==> config.mk <==
export PLATFORM = sky130hd
export DESIGN_NAME = dmem_arbiter_flat
export DESIGN_NICKNAME = d
export VERILOG_FILES = /design/src/rtl/dmem_arbiter_if.sv /design/src/rtl/dmem_arbiter.sv /design/src/flat_wrapper.sv
export SDC_FILE = /design/constraint.sdc
export NUM_CORES = 1
export LEC_CHECK = 0
export CAP_MARGIN = 25
export CORE_AREA = 2 2 117 119
export CTS_BUF_LIST = sky130_fd_sc_hd__clkbuf_4 sky130_fd_sc_hd__clkbuf_8
export DETAILED_ROUTE_END_ITERATION = 16
export DIE_AREA = 0 0 119 121
export GPL_ROUTABILITY_DRIVEN = 0
export HOLD_SLACK_MARGIN = 0.08
export MAX_ROUTING_LAYER = met4
export PLACE_DENSITY = 0.74
export SLEW_MARGIN = 20
export SYNTH_ARGS = -nofsm -noshare
export SYNTH_HDL_FRONTEND = slang
export SYNTH_SLANG_ARGS = --single-unit
==> constraint.sdc <==
create_clock -name i_clk -period 2.6 [get_ports i_clk]
set_input_delay 0.26 -clock i_clk [delete_from_list [all_inputs] [get_ports i_clk]]
set_output_delay 0.26 -clock i_clk [all_outputs]
set_load 0.01 [all_outputs]
==> src/rtl/dmem_arbiter_if.sv <==
// Bus bundle between the arbiter, its two requesters (CPU load/store and debug/loader)
// and the shared data RAM.
interface dmem_arbiter_if;
  logic        cpu_req;
  logic        cpu_we;
  logic [31:0] cpu_addr;
  logic [31:0] cpu_wdata;
  logic        cpu_gnt;
  logic        cpu_rvalid;
  logic [31:0] cpu_rdata;

  logic        dbg_req;
  logic        dbg_we;
  logic [31:0] dbg_addr;
  logic [31:0] dbg_wdata;
  logic        dbg_lock;
  logic        dbg_gnt;
  logic        dbg_rvalid;
  logic [31:0] dbg_rdata;

  logic        err;

  logic [31:0] mem_addr;
  logic [31:0] mem_wdata;
  logic        mem_we;
  logic [31:0] mem_rdata;

  // Arbiter side.
  modport slave (
    input  cpu_req, cpu_we, cpu_addr, cpu_wdata,
    input  dbg_req, dbg_we, dbg_addr, dbg_wdata, dbg_lock,
    input  mem_rdata,
    output cpu_gnt, cpu_rvalid, cpu_rdata,
    output dbg_gnt, dbg_rvalid, dbg_rdata,
    output err,
    output mem_addr, mem_wdata, mem_we
  );

  // Requester and RAM side.
  modport master (
    output cpu_req, cpu_we, cpu_addr, cpu_wdata,
    output dbg_req, dbg_we, dbg_addr, dbg_wdata, dbg_lock,
    output mem_rdata,
    input  cpu_gnt, cpu_rvalid, cpu_rdata,
    input  dbg_gnt, dbg_rvalid, dbg_rdata,
    input  err,
    input  mem_addr, mem_wdata, mem_we
  );
endinterface

==> src/rtl/dmem_arbiter.sv <==
// Two-port arbiter sharing one data RAM between the CPU and a debug/loader port.
// Combinational grant, round-robin on ties, bounded debug lock, 1-cycle read response.
module dmem_arbiter #(
  parameter int unsigned DEPTH    = 64,
  parameter int unsigned LOCK_MAX = 8,
  parameter logic [31:0] ERR_DATA = 32'hDEADBEEF
) (
  input logic            i_clk,
  input logic            i_reset,
  dmem_arbiter_if.slave  io_bus
);

  localparam int unsigned CntW = $clog2(LOCK_MAX + 1);
  localparam logic [CntW-1:0] LockMax = CntW'(LOCK_MAX);
  localparam logic [29:0] DepthW = 30'(DEPTH);

  typedef enum logic {
    WinCpu,
    WinDbg
  } winner_e;

  winner_e         r_last_winner;
  logic            r_dbg_gnt_prev;
  logic [CntW-1:0] r_lock_cnt;
  logic            r_cpu_rvalid;
  logic [31:0]     r_cpu_rdata;
  logic            r_dbg_rvalid;
  logic [31:0]     r_dbg_rdata;
  logic            r_err;

  logic        w_cpu_gnt;
  logic        w_dbg_gnt;
  logic        w_any_gnt;
  logic        w_lock_hold;
  logic        w_force_cpu;
  logic        w_cpu_in_range;
  logic        w_dbg_in_range;
  logic        w_in_range;
  logic        w_sel_we;
  logic [31:0] w_rd_data;

  assign w_cpu_in_range = io_bus.cpu_addr[31:2] < DepthW;
  assign w_dbg_in_range = io_bus.dbg_addr[31:2] < DepthW;

  assign w_lock_hold = r_dbg_gnt_prev && io_bus.dbg_req && io_bus.dbg_lock;
  assign w_force_cpu = io_bus.cpu_req && (r_lock_cnt >= LockMax);

  // Grants are held off while reset is asserted so no write can slip through.
  always_comb begin
    w_cpu_gnt = 1'b0;
    w_dbg_gnt = 1'b0;
    if (!i_reset) begin
      w_cpu_gnt = 1'b0;
      w_dbg_gnt = 1'b0;
    end else if (io_bus.cpu_req && io_bus.dbg_req) begin
      if (w_force_cpu) begin
        w_cpu_gnt = 1'b1;
      end else if (w_lock_hold) begin
        w_dbg_gnt = 1'b1;
      end else if (r_last_winner == WinDbg) begin
        w_cpu_gnt = 1'b1;
      end else begin
        w_dbg_gnt = 1'b1;
      end
    end else if (io_bus.cpu_req) begin
      w_cpu_gnt = 1'b1;
    end else if (io_bus.dbg_req) begin
      w_dbg_gnt = 1'b1;
    end
  end

  assign w_any_gnt  = w_cpu_gnt | w_dbg_gnt;
  assign w_in_range = w_dbg_gnt ? w_dbg_in_range : w_cpu_in_range;
  assign w_sel_we   = w_dbg_gnt ? io_bus.dbg_we : io_bus.cpu_we;
  assign w_rd_data  = w_in_range ? io_bus.mem_rdata : ERR_DATA;

  // With no grant the RAM sees the CPU's address and data.
  assign io_bus.mem_addr  = w_dbg_gnt ? io_bus.dbg_addr : io_bus.cpu_addr;
  assign io_bus.mem_wdata = w_dbg_gnt ? io_bus.dbg_wdata : io_bus.cpu_wdata;
  assign io_bus.mem_we    = w_any_gnt && w_sel_we && w_in_range;

  always_ff @(posedge i_clk or negedge i_reset) begin
    if (!i_reset) begin
      r_last_winner  <= WinDbg;
      r_dbg_gnt_prev <= 1'b0;
      r_lock_cnt     <= '0;
      r_cpu_rvalid   <= 1'b0;
      r_cpu_rdata    <= '0;
      r_dbg_rvalid   <= 1'b0;
      r_dbg_rdata    <= '0;
      r_err          <= 1'b0;
    end else begin
      r_dbg_gnt_prev <= w_dbg_gnt;

      if (w_cpu_gnt) begin
        r_last_winner <= WinCpu;
      end else if (w_dbg_gnt) begin
        r_last_winner <= WinDbg;
      end

      // Only locked grants that actually starve the CPU count toward the limit.
      if (!w_dbg_gnt || !w_lock_hold) begin
        r_lock_cnt <= '0;
      end else if (io_bus.cpu_req && (r_lock_cnt != LockMax)) begin
        r_lock_cnt <= r_lock_cnt + 1'b1;
      end

      r_err <= w_any_gnt && !w_in_range;

      r_cpu_rvalid <= w_cpu_gnt && !io_bus.cpu_we;
      if (w_cpu_gnt && !io_bus.cpu_we) begin
        r_cpu_rdata <= w_rd_data;
      end

      r_dbg_rvalid <= w_dbg_gnt && !io_bus.dbg_we;
      if (w_dbg_gnt && !io_bus.dbg_we) begin
        r_dbg_rdata <= w_rd_data;
      end
    end
  end

  assign io_bus.cpu_gnt    = w_cpu_gnt;
  assign io_bus.cpu_rvalid = r_cpu_rvalid;
  assign io_bus.cpu_rdata  = r_cpu_rdata;
  assign io_bus.dbg_gnt    = w_dbg_gnt;
  assign io_bus.dbg_rvalid = r_dbg_rvalid;
  assign io_bus.dbg_rdata  = r_dbg_rdata;
  assign io_bus.err        = r_err;

endmodule

==> src/flat_wrapper.sv <==
// flat-port wrapper written by rule: the top's interface ports become plain ports
module dmem_arbiter_flat 
#(
  parameter int unsigned DEPTH    = 64,
  parameter int unsigned LOCK_MAX = 8,
  parameter logic [31:0] ERR_DATA = 32'hDEADBEEF
)
  (i_clk, i_reset, io_bus_cpu_req, io_bus_cpu_we, io_bus_cpu_addr, io_bus_cpu_wdata, io_bus_dbg_req, io_bus_dbg_we, io_bus_dbg_addr, io_bus_dbg_wdata, io_bus_dbg_lock, io_bus_mem_rdata, io_bus_cpu_gnt, io_bus_cpu_rvalid, io_bus_cpu_rdata, io_bus_dbg_gnt, io_bus_dbg_rvalid, io_bus_dbg_rdata, io_bus_err, io_bus_mem_addr, io_bus_mem_wdata, io_bus_mem_we);
  dmem_arbiter_if io_bus_i ();
  input logic i_clk;
  input logic i_reset;
  input wire logic [$bits(io_bus_i.cpu_req)-1:0] io_bus_cpu_req;
  input wire logic [$bits(io_bus_i.cpu_we)-1:0] io_bus_cpu_we;
  input wire logic [$bits(io_bus_i.cpu_addr)-1:0] io_bus_cpu_addr;
  input wire logic [$bits(io_bus_i.cpu_wdata)-1:0] io_bus_cpu_wdata;
  input wire logic [$bits(io_bus_i.dbg_req)-1:0] io_bus_dbg_req;
  input wire logic [$bits(io_bus_i.dbg_we)-1:0] io_bus_dbg_we;
  input wire logic [$bits(io_bus_i.dbg_addr)-1:0] io_bus_dbg_addr;
  input wire logic [$bits(io_bus_i.dbg_wdata)-1:0] io_bus_dbg_wdata;
  input wire logic [$bits(io_bus_i.dbg_lock)-1:0] io_bus_dbg_lock;
  input wire logic [$bits(io_bus_i.mem_rdata)-1:0] io_bus_mem_rdata;
  output wire logic [$bits(io_bus_i.cpu_gnt)-1:0] io_bus_cpu_gnt;
  output wire logic [$bits(io_bus_i.cpu_rvalid)-1:0] io_bus_cpu_rvalid;
  output wire logic [$bits(io_bus_i.cpu_rdata)-1:0] io_bus_cpu_rdata;
  output wire logic [$bits(io_bus_i.dbg_gnt)-1:0] io_bus_dbg_gnt;
  output wire logic [$bits(io_bus_i.dbg_rvalid)-1:0] io_bus_dbg_rvalid;
  output wire logic [$bits(io_bus_i.dbg_rdata)-1:0] io_bus_dbg_rdata;
  output wire logic [$bits(io_bus_i.err)-1:0] io_bus_err;
  output wire logic [$bits(io_bus_i.mem_addr)-1:0] io_bus_mem_addr;
  output wire logic [$bits(io_bus_i.mem_wdata)-1:0] io_bus_mem_wdata;
  output wire logic [$bits(io_bus_i.mem_we)-1:0] io_bus_mem_we;
  assign io_bus_i.cpu_req = io_bus_cpu_req;
  assign io_bus_i.cpu_we = io_bus_cpu_we;
  assign io_bus_i.cpu_addr = io_bus_cpu_addr;
  assign io_bus_i.cpu_wdata = io_bus_cpu_wdata;
  assign io_bus_i.dbg_req = io_bus_dbg_req;
  assign io_bus_i.dbg_we = io_bus_dbg_we;
  assign io_bus_i.dbg_addr = io_bus_dbg_addr;
  assign io_bus_i.dbg_wdata = io_bus_dbg_wdata;
  assign io_bus_i.dbg_lock = io_bus_dbg_lock;
  assign io_bus_i.mem_rdata = io_bus_mem_rdata;
  assign io_bus_cpu_gnt = io_bus_i.cpu_gnt;
  assign io_bus_cpu_rvalid = io_bus_i.cpu_rvalid;
  assign io_bus_cpu_rdata = io_bus_i.cpu_rdata;
  assign io_bus_dbg_gnt = io_bus_i.dbg_gnt;
  assign io_bus_dbg_rvalid = io_bus_i.dbg_rvalid;
  assign io_bus_dbg_rdata = io_bus_i.dbg_rdata;
  assign io_bus_err = io_bus_i.err;
  assign io_bus_mem_addr = io_bus_i.mem_addr;
  assign io_bus_mem_wdata = io_bus_i.mem_wdata;
  assign io_bus_mem_we = io_bus_i.mem_we;
  dmem_arbiter #(.DEPTH(DEPTH), .LOCK_MAX(LOCK_MAX), .ERR_DATA(ERR_DATA)) u_core (.i_clk(i_clk), .i_reset(i_reset), .io_bus(io_bus_i));
endmodule
# After elaboration in Yosys (flattened, before gate mapping)

Cells that the tools add are included.

Flip-flop bits (word level): 73
Word-level logic and storage cells: 54
Output and inout port bits: 134

Reduce and logical (&&, ||, !) cells: 18
Multiplexer cells: 22
$add $sub $neg: 1
$lt $le $gt $ge: 3
Bitwise logic cells: 1
Eq/ne operators: 1

Operators by type and width:

| cell                                                | count |
|---|---|
| 2-to-1 mux 32 bit                                   | 3 |
| < comparator 30 x 7 -> 1 bit, second input constant | 2 |
| 2-to-1 mux 1 bit                                    | 17 |
| logical AND 1 bit                                   | 10 |
| 2-to-1 mux 4 bit                                    | 2 |
| logical NOT 1 bit                                   | 5 |
| adder 4 x 1 -> 4 bit, second input constant         | 1 |
| >= comparator 4 bit, second input constant          | 1 |
| != test 4 bit, second input constant                | 1 |
| nonzero test 2 bit                                  | 2 |
| logical OR 1 bit                                    | 1 |
| bitwise OR 1 bit                                    | 1 |

# Depth between registers and ports, before layout

Gate-level depths: netlist (run 1).

Word-level depth: 9
Mapped depth: 9

# Least setup slack after synthesis (run 1)

OpenSTA, ideal clock, no wires.

Path kind: reg2out
From: reg u_core.r_last_winner
To: out io_bus_mem_addr[10]
Required time: 2340 ps
Path slack: 879 ps
Arrival: 1461 ps
Path buffers: 1
Stages on the path, launching flop included: 5
Cell sequence: dfstp_2 > nand2_1 > o2111ai_4 > buf_2 > mux2_2

Longest elaborated chain between the ends: 6

Ends and longest elaborated chain:

| what                     | RTL line           | text |
|---|---|---|
| start: declaration       | dmem_arbiter.sv:22 | `winner_e r_last_winner;` |
| start signal: assignment | dmem_arbiter.sv:84 | `r_last_winner <= WinDbg;` |
| start signal: assignment | dmem_arbiter.sv:96 | `r_last_winner <= WinCpu;` |
| start signal: assignment | dmem_arbiter.sv:98 | `r_last_winner <= WinDbg;` |
| 2-to-1 mux 1 bit         | dmem_arbiter.sv:60 | `end else if (r_last_winner == WinDbg) begin` |
| 2-to-1 mux 1 bit         | dmem_arbiter.sv:58 | `end else if (w_lock_hold) begin` |
| 2-to-1 mux 1 bit         | dmem_arbiter.sv:56 | `if (w_force_cpu) begin` |
| 2-to-1 mux 1 bit         | dmem_arbiter.sv:55 | `end else if (io_bus.cpu_req && io_bus.dbg_req) begin` |
| 2-to-1 mux 1 bit         | dmem_arbiter.sv:52 | `if (!i_reset) begin` |
| 2-to-1 mux 32 bit        | dmem_arbiter.sv:78 | `assign io_bus.mem_addr = w_dbg_gnt ? io_bus.dbg_addr : io_bus.cpu_addr;` |
| end: declaration         | flat_wrapper.sv:29 | `output wire logic [$bits(io_bus_i.mem_addr)-1:0] io_bus_mem_addr;` |

Every way passes these cells.

# Final worst setup path (run 1)

From: reg u_core.r_last_winner
To: out io_bus_mem_addr[26]

The elaborated chain is that of the path after synthesis.

==> results of run 1 <==
layout make-up:
cell class / instances / area [µm²]
Antenna cell: 4 / 10.01
Clock buffer: 11 / 145.1
Clock inverter: 5 / 78.83
Fill cell: 1152 / 5360
Inverter: 7 / 26.28
Multi-Input combinational cell: 389 / 1967
Sequential cell: 73 / 1828
Tap cell: 176 / 220.2
Timing Repair Buffer: 342 / 3450
power by group through the flow:
stage	Combinational (mW)	Sequential, mW	Clock [mW]
2_1_floorplan	0.235	1.19	0
3_3_place_gp	0.856	1.19	0
3_5_place_dp	0.864	1.19	0
4_1_cts	0.840	1.16	1.02
5_1_grt	0.898	1.17	1.08
6_report	0.850	1.16	0.997
timing repair:
action | in CTS | in global routing
pin swaps | 0 | 1
gates resized for setup | 36 | 21
setup buffers | 0 | 5
gates cloned | 0 | 1
setup endpoints to repair | 47 | 28
endpoints found under the hold margin | 23 | 0
hold buffers | 1 | 0
stage by stage:
step / instances / util
floorplan: 499 / -
global placement: 980 / 0.5640
detailed placement: 980 / 0.5640
CTS: 997 / 0.5797
global route: 1007 / 0.5904
finish: 1007 / 0.5904
worst reg2reg max path: stages (launching register included):
cell and delay, ps:
dfrtp_1 440, nand2_1 160, o2111ai_4 180, buf_6 190, buf_4 150, nor3_1 290, a21o_2 170, buf_12 170
a21oi_1 100
layout by cell type, fill, tap and decap left out, types with 3 or more instances in the layout:
master           Yosys  layout
nand3_1             12      12
buf_12               0       8
nor3_1               5       5
clkdlybuf4s50_1      0     246
nor3_2              20      20
mux2_2              24      24
inv_1                3       3
dfrtp_1             72      72
buf_4                9      32
clkbuf_8             0      10
nor2_1             102     100
buf_6                4       4
dlygate4sd2_1        0      31
a21oi_1             26      26
inv_2                4       4
o21ai_0              4       4
o21ai_1              5       5
diode_2              0       4
nor4_1              12      12
nand4_1              3       3
dlymetal6s2s_1       0      18
nand2_1            159     159
flip-flops by register name (all words and copies together) (netlist names):
name / flops
u_core.io_bus.cpu_rdata: 32
u_core.io_bus.cpu_rvalid: 1
u_core.io_bus.dbg_rdata: 32
u_core.io_bus.dbg_rvalid: 1
u_core.io_bus.err: 1
u_core.r_dbg_gnt_prev: 1
u_core.r_last_winner: 1
u_core.r_lock_cnt: 4
per-layer routing:
layer	vias to the layer above	track usage	share of wire
met1	2269	0.3032	0.39
li1	2268	-	-
met5	-	-	0
met4	0	0.1146	0.037
met2	262	0.4307	0.49
met3	48	0.08318	0.089
cell families (layout without fill, tap and decap cells):
group / count (synthesis) / after routing
simple gates: 319 / 319
flops: 73 / 73
compound gates: 41 / 41
buf+inv: 37 / 365
mux: 24 / 24
xor+xnor: 3 / 3
fa+ha+maj: 2 / 2
other cells: 0 / 4
how the worst max path moves through the flow:
stage,endpoint,slack (ps),cells after the start
4_1_cts,io_bus_mem_addr[2],-20,8
3_3_place_gp,io_bus_mem_we,-170,8
2_1_floorplan,io_bus_mem_addr[10],880,4
5_1_grt,io_bus_mem_addr[3],-60,8
3_5_place_dp,io_bus_mem_we,-160,8
6_report,io_bus_mem_addr[26],60,6
==> impl_metrics.yaml, run 1 <==
outcome:
  status: "complete, no violations"
power_and_ir_drop:
  switching_share: 0.2662
  clkPwrFrac: 0.331
  pwr-share-seq: 0.387
  leakage_nw: 3.393
  power.total_mw: 3.011
  p_int_mw: 2.209
  power.switching_mw: 0.8015
  pwr-share-comb: 0.282
  p_per_area_mw_per_mm2: 389.8
  vdd_drop_max_mv: 0.2166
critical_path:
  critPathArrivalTime_ps: 2280
  critical_path_class: "flip-flop to output pin"
  crit_slowest_cell: "dfstp_2"
  reg2reg_to: "u_core.io_bus.cpu_rdata[30]"
  critical_path.cell_chain: "nand2_1 -> o2111ai_4 -> buf_6 -> clkbuf_16 -> mux2_2 -> dlygate4sd2_1"
  crit_buf_inv: 3
  r2r_cells: 8
  required_ps: 2340
  reg2reg_from: "u_core.r_lock_cnt[3]"
  critPathMaxStageDelay_ps: 550
  cp-end-kind: "output pin"
  startpoint_type: "flip-flop"
  r2r_slack_ps: 630
  cpLargestDelayFamily: "buffers and inverters"
  worstPathMaxFanout: 15
  startpoint: "u_core.r_last_winner"
logic_synthesis:
  synth_compound_area_frac: 0.06055
  synth-main-ff-cell: "dfrtp_1"
  netlist_top_cells_area: "dfrtp_1 45%, nand2_1 15%, nor2_1 9.6%"
  synth.avg_cell_area_um2: 8.034
  synth-xor-area-share: 0.006554
  ys_ff_latch: 73
  netlist_area_mm2: 0.004009
  synth_top_family_by_area: "simple AND/OR/NAND/NOR gates"
  synthArstFlopShare: 1.000
  synthTopCellsByCount: "159 x nand2_1, 102 x nor2_1, 72 x dfrtp_1"
  synth_cell_type_count: 33
  synth_top_area_frac: 0.4494
  synth-simple-area-share: 0.3486
  synth-edff-count: 0
  synth_cells: 499
  synthMostInstantiatedCell: "nand2_1"
  yosysTopAreaCell: "dfrtp_1"
  yosysSeqAreaShare: 0.4560
  muxShareOfSynthArea: 0.06742
  yosys_warnings: 0
  postSynthNetCount: 668
  synth_fa_ha_area_frac: 0.006242
floorplanning:
  die_h_um: 121
  design.core.area_mm2: 0.01309
  die-width_um: 119
  rows: 42
  die-area_mm2: 0.01440
  io_pins: 301
  start_util: 0.3064
route:
  wl_per_cell_um: 18.98
  vias_per_cell: 4.813
  ant_nets: 0
  dr.first_iter.drc_count: 351
  drt_wl_total_mm: 19.11
  drc_errors: 0
  drtPass1Iterations: 4
  vias: 4847
sta:
  clock.fmax_mhz: 393.2
  drv_slew: 0
  skew_ps: 10.16
  max_slew_margin: 0.5811
  fin_crit_sh: 0.9782
  fin_crit_ps: 2543
  rsz0062_at_grt: "true"
  hold_viol_final: 0
  worst_slack_ps: 56.64
  fin_tns_setup_ps: 0
  whs_ps: 469.8
  max_slew.worst_pin.slew_ps: 628.3
  finalSetupViolations: 0
grt:
  grt_pass1_vias: 5059
  grt_max_degree: 50
  gr-usage-all-layers: 0.2651
  grt_pass1_wl_mm: 27.84
  grt_overflow_total: 0
  antenna_found_initial: 4
clock_tree:
  clock_path_buffers: 2
  cts.sinks: 73
  insertion_delay_ps: 350
  cts_inserted_buffers: 9
  cts_tree: "done"
  htreeDepth: 3
  clock-root-buffer: "clkbuf_8"
  clkTransAtPathRegs_ps: 80
worst_hold_path:
  hold_path_class: "flip-flop to flip-flop"
  whs_path_depth: 2
  hp-start: "u_core.io_bus.dbg_rdata[8]"
  worstHoldEndpoint: "u_core.io_bus.dbg_rdata[8]"
place:
  postPlaceCellArea_mm2: 0.007380
  port_buffers: 300
  dp_hpwl_mm: 15.50
  place_ws_ps: -157.8
flow_run:
  cap_violations: 0
layout:
  final_area_mm2: 0.007725
  layout-drive-gt1-share: 0.1403
  fin_nets: 991
  synthToLayoutAreaGrowth_pct: 92.70
No activity file was read; power rests on OpenSTA's default activity.
==> run 2: changes to the inputs <==
REMOVE_ABC_BUFFERS = 1   (was default)
==> impl_metrics.yaml, run 2 (synthesis gave the netlist of run 1 again) <==
outcome:
  status: "complete, no violations"
clock_tree:
  cts_inserted_buffers: 9
  htreeDepth: 3
  insertion_delay_ps: 340
  clkTransAtPathRegs_ps: 80
  clock-root-buffer: "clkbuf_8"
  clock_path_buffers: 2
  cts.sinks: 73
  cts_tree: "done"
power_and_ir_drop:
  p_per_area_mw_per_mm2: 387.9
  vdd_drop_max_mv: 0.2128
  leakage_nw: 3.515
route:
  drc_errors: 0
  wl_per_cell_um: 17.91
  drt_wl_total_mm: 17.78
  drtPass1Iterations: 4
  ant_nets: 0
  vias_per_cell: 4.689
  vias: 4656
  dr.first_iter.drc_count: 285
place:
  port_buffers: 300
  dp_hpwl_mm: 13.76
  postPlaceCellArea_mm2: 0.007320
  place_ws_ps: -169.8
layout:
  final_area_mm2: 0.007711
  final_cell_mix: "234 x clkdlybuf4s50_1, 159 x nand2_1, 102 x nor2_1, 72 x dfrtp_1, 34 x dlymetal6s2s_1"
  num-fill-cells: 1131
  n_antenna_cell: 0
  final_common_cell: "clkdlybuf4s50_1"
  fin_nets: 981
  layout-drive-gt1-share: 0.1273
  synthToLayoutAreaGrowth_pct: 92.35
critical_path:
  required_ps: 2340
  cp-end-kind: "output pin"
  crit_end: "io_bus_mem_addr[22]"
  r2r_cells: 9
  critPathArrivalTime_ps: 2190
  startpoint_type: "flip-flop"
  startpoint: "u_core.r_last_winner"
  critical_path_class: "flip-flop to output pin"
  r2r_slack_ps: 420
  reg2reg_from: "u_core.r_lock_cnt[3]"
  worstPathMaxFanout: 21
  reg2reg_to: "u_core.io_bus.dbg_rdata[23]"
floorplanning:
  start_util: 0.3064
  die-area_mm2: 0.01440
  design.core.area_mm2: 0.01309
  io_pins: 301
  rows: 42
  die_h_um: 121
  die-width_um: 119
sta:
  max_slew.worst_pin.slew_ps: 912.0
  clock.fmax_mhz: 408.1
  finalSetupViolations: 0
  skew_ps: 7.289
  drv_slew: 0
  whs_ps: 308.5
  worst_slack_ps: 149.6
  rsz0062_at_grt: "false"
  hold_viol_final: 0
  fin_crit_sh: 0.9425
  max_slew_margin: 0.3920
  fin_crit_ps: 2450
grt:
  antenna_found_initial: 0
  grt_pass1_vias: 4966
  grt_max_degree: 72
  grt_pass1_wl_mm: 27.26
  grt_overflow_total: 0
  gr-usage-all-layers: 0.2531
worst_hold_path:
  hold_path_class: "input port to asynchronous set/reset pin"
flow_run:
  cap_violations: 0
[run 2: cell types whose count changed in the layout (fill, tap and decap cells not counted), moves of 3 or more]
cell	delta
dlymetal6s2s_1	+16
clkdlybuf4s50_1	-12
buf_4	-10
diode_2	-4
buf_6	-3
nor4_1	-3
nor4_2	+3
[run 2: what timing repair did]
action                     CTS  global route
buffers inserted             3             0
hold buffers                 1             0
cloned                       2             0
pin swaps                    1             0
setup endpoints to repair   31            34
resized for setup           35            35
hold endpoints to repair     2             0
[run 2: worst min path at each step]
stage	from	to	slack [ps]	cells past startpoint
2_1_floorplan	i_reset	u_core.io_bus.cpu_rdata[0]	-40	0
3_3_place_gp	i_reset	u_core.r_dbg_gnt_prev	80	1
3_5_place_dp	i_reset	u_core.r_dbg_gnt_prev	80	1
4_1_cts	i_reset	u_core.r_dbg_gnt_prev	300	2
5_1_grt	i_reset	u_core.r_dbg_gnt_prev	310	2
6_report	i_reset	u_core.r_dbg_gnt_prev	310	2
[run 2: critical path, cell delays in order, from the launching register on]
cell,delay (ps)
dfstp_2,540
nand2_1,90
o2111ai_4,220
buf_4,160
buf_12,150
mux2_2,370
dlygate4sd2_1,290
[run 2: cell type report]
class | count | area [µm²] | area share
Clock buffer | 12 | 146.4 | 0.01898
Clock inverter | 4 | 76.32 | 0.009898
Inverter | 7 | 28.78 | 0.003732
Multi-Input combinational cell | 389 | 1981 | 0.2569
Sequential cell | 73 | 1828 | 0.2371
Tap cell | 176 | 220.2 | 0.02856
Timing Repair Buffer | 332 | 3431 | 0.4449
[run 2: where the power goes]
group | leakage (nW) | total (mW) | internal, mW | switching [mW]
clock | 0.111 | 1.01 | 0.577 | 0.431
combinational | 2.64 | 0.819 | 0.474 | 0.345
sequential | 0.765 | 1.16 | 1.15 | 0.00977
[run 2: stage by stage]
stage	setup TNS [ps]	cells	utilization	total power [mW]
global route	0	993	0.5893	3.117
finish	0	993	0.5893	2.991
CTS	-7.729	993	0.5826	3.030
detailed placement	-169.8	971	0.5594	2.019
global placement	-156.2	971	0.5594	2.006
floorplan	-30250	469	-	1.410
[run 2: metal layers]
layer  share of wire  track usage  routed length (µm)
met1            0.39       0.2916                6933
met3           0.087      0.07425                1540
met5               0            -                   0
met2            0.50       0.4246                8808
met4           0.028      0.08482                 499
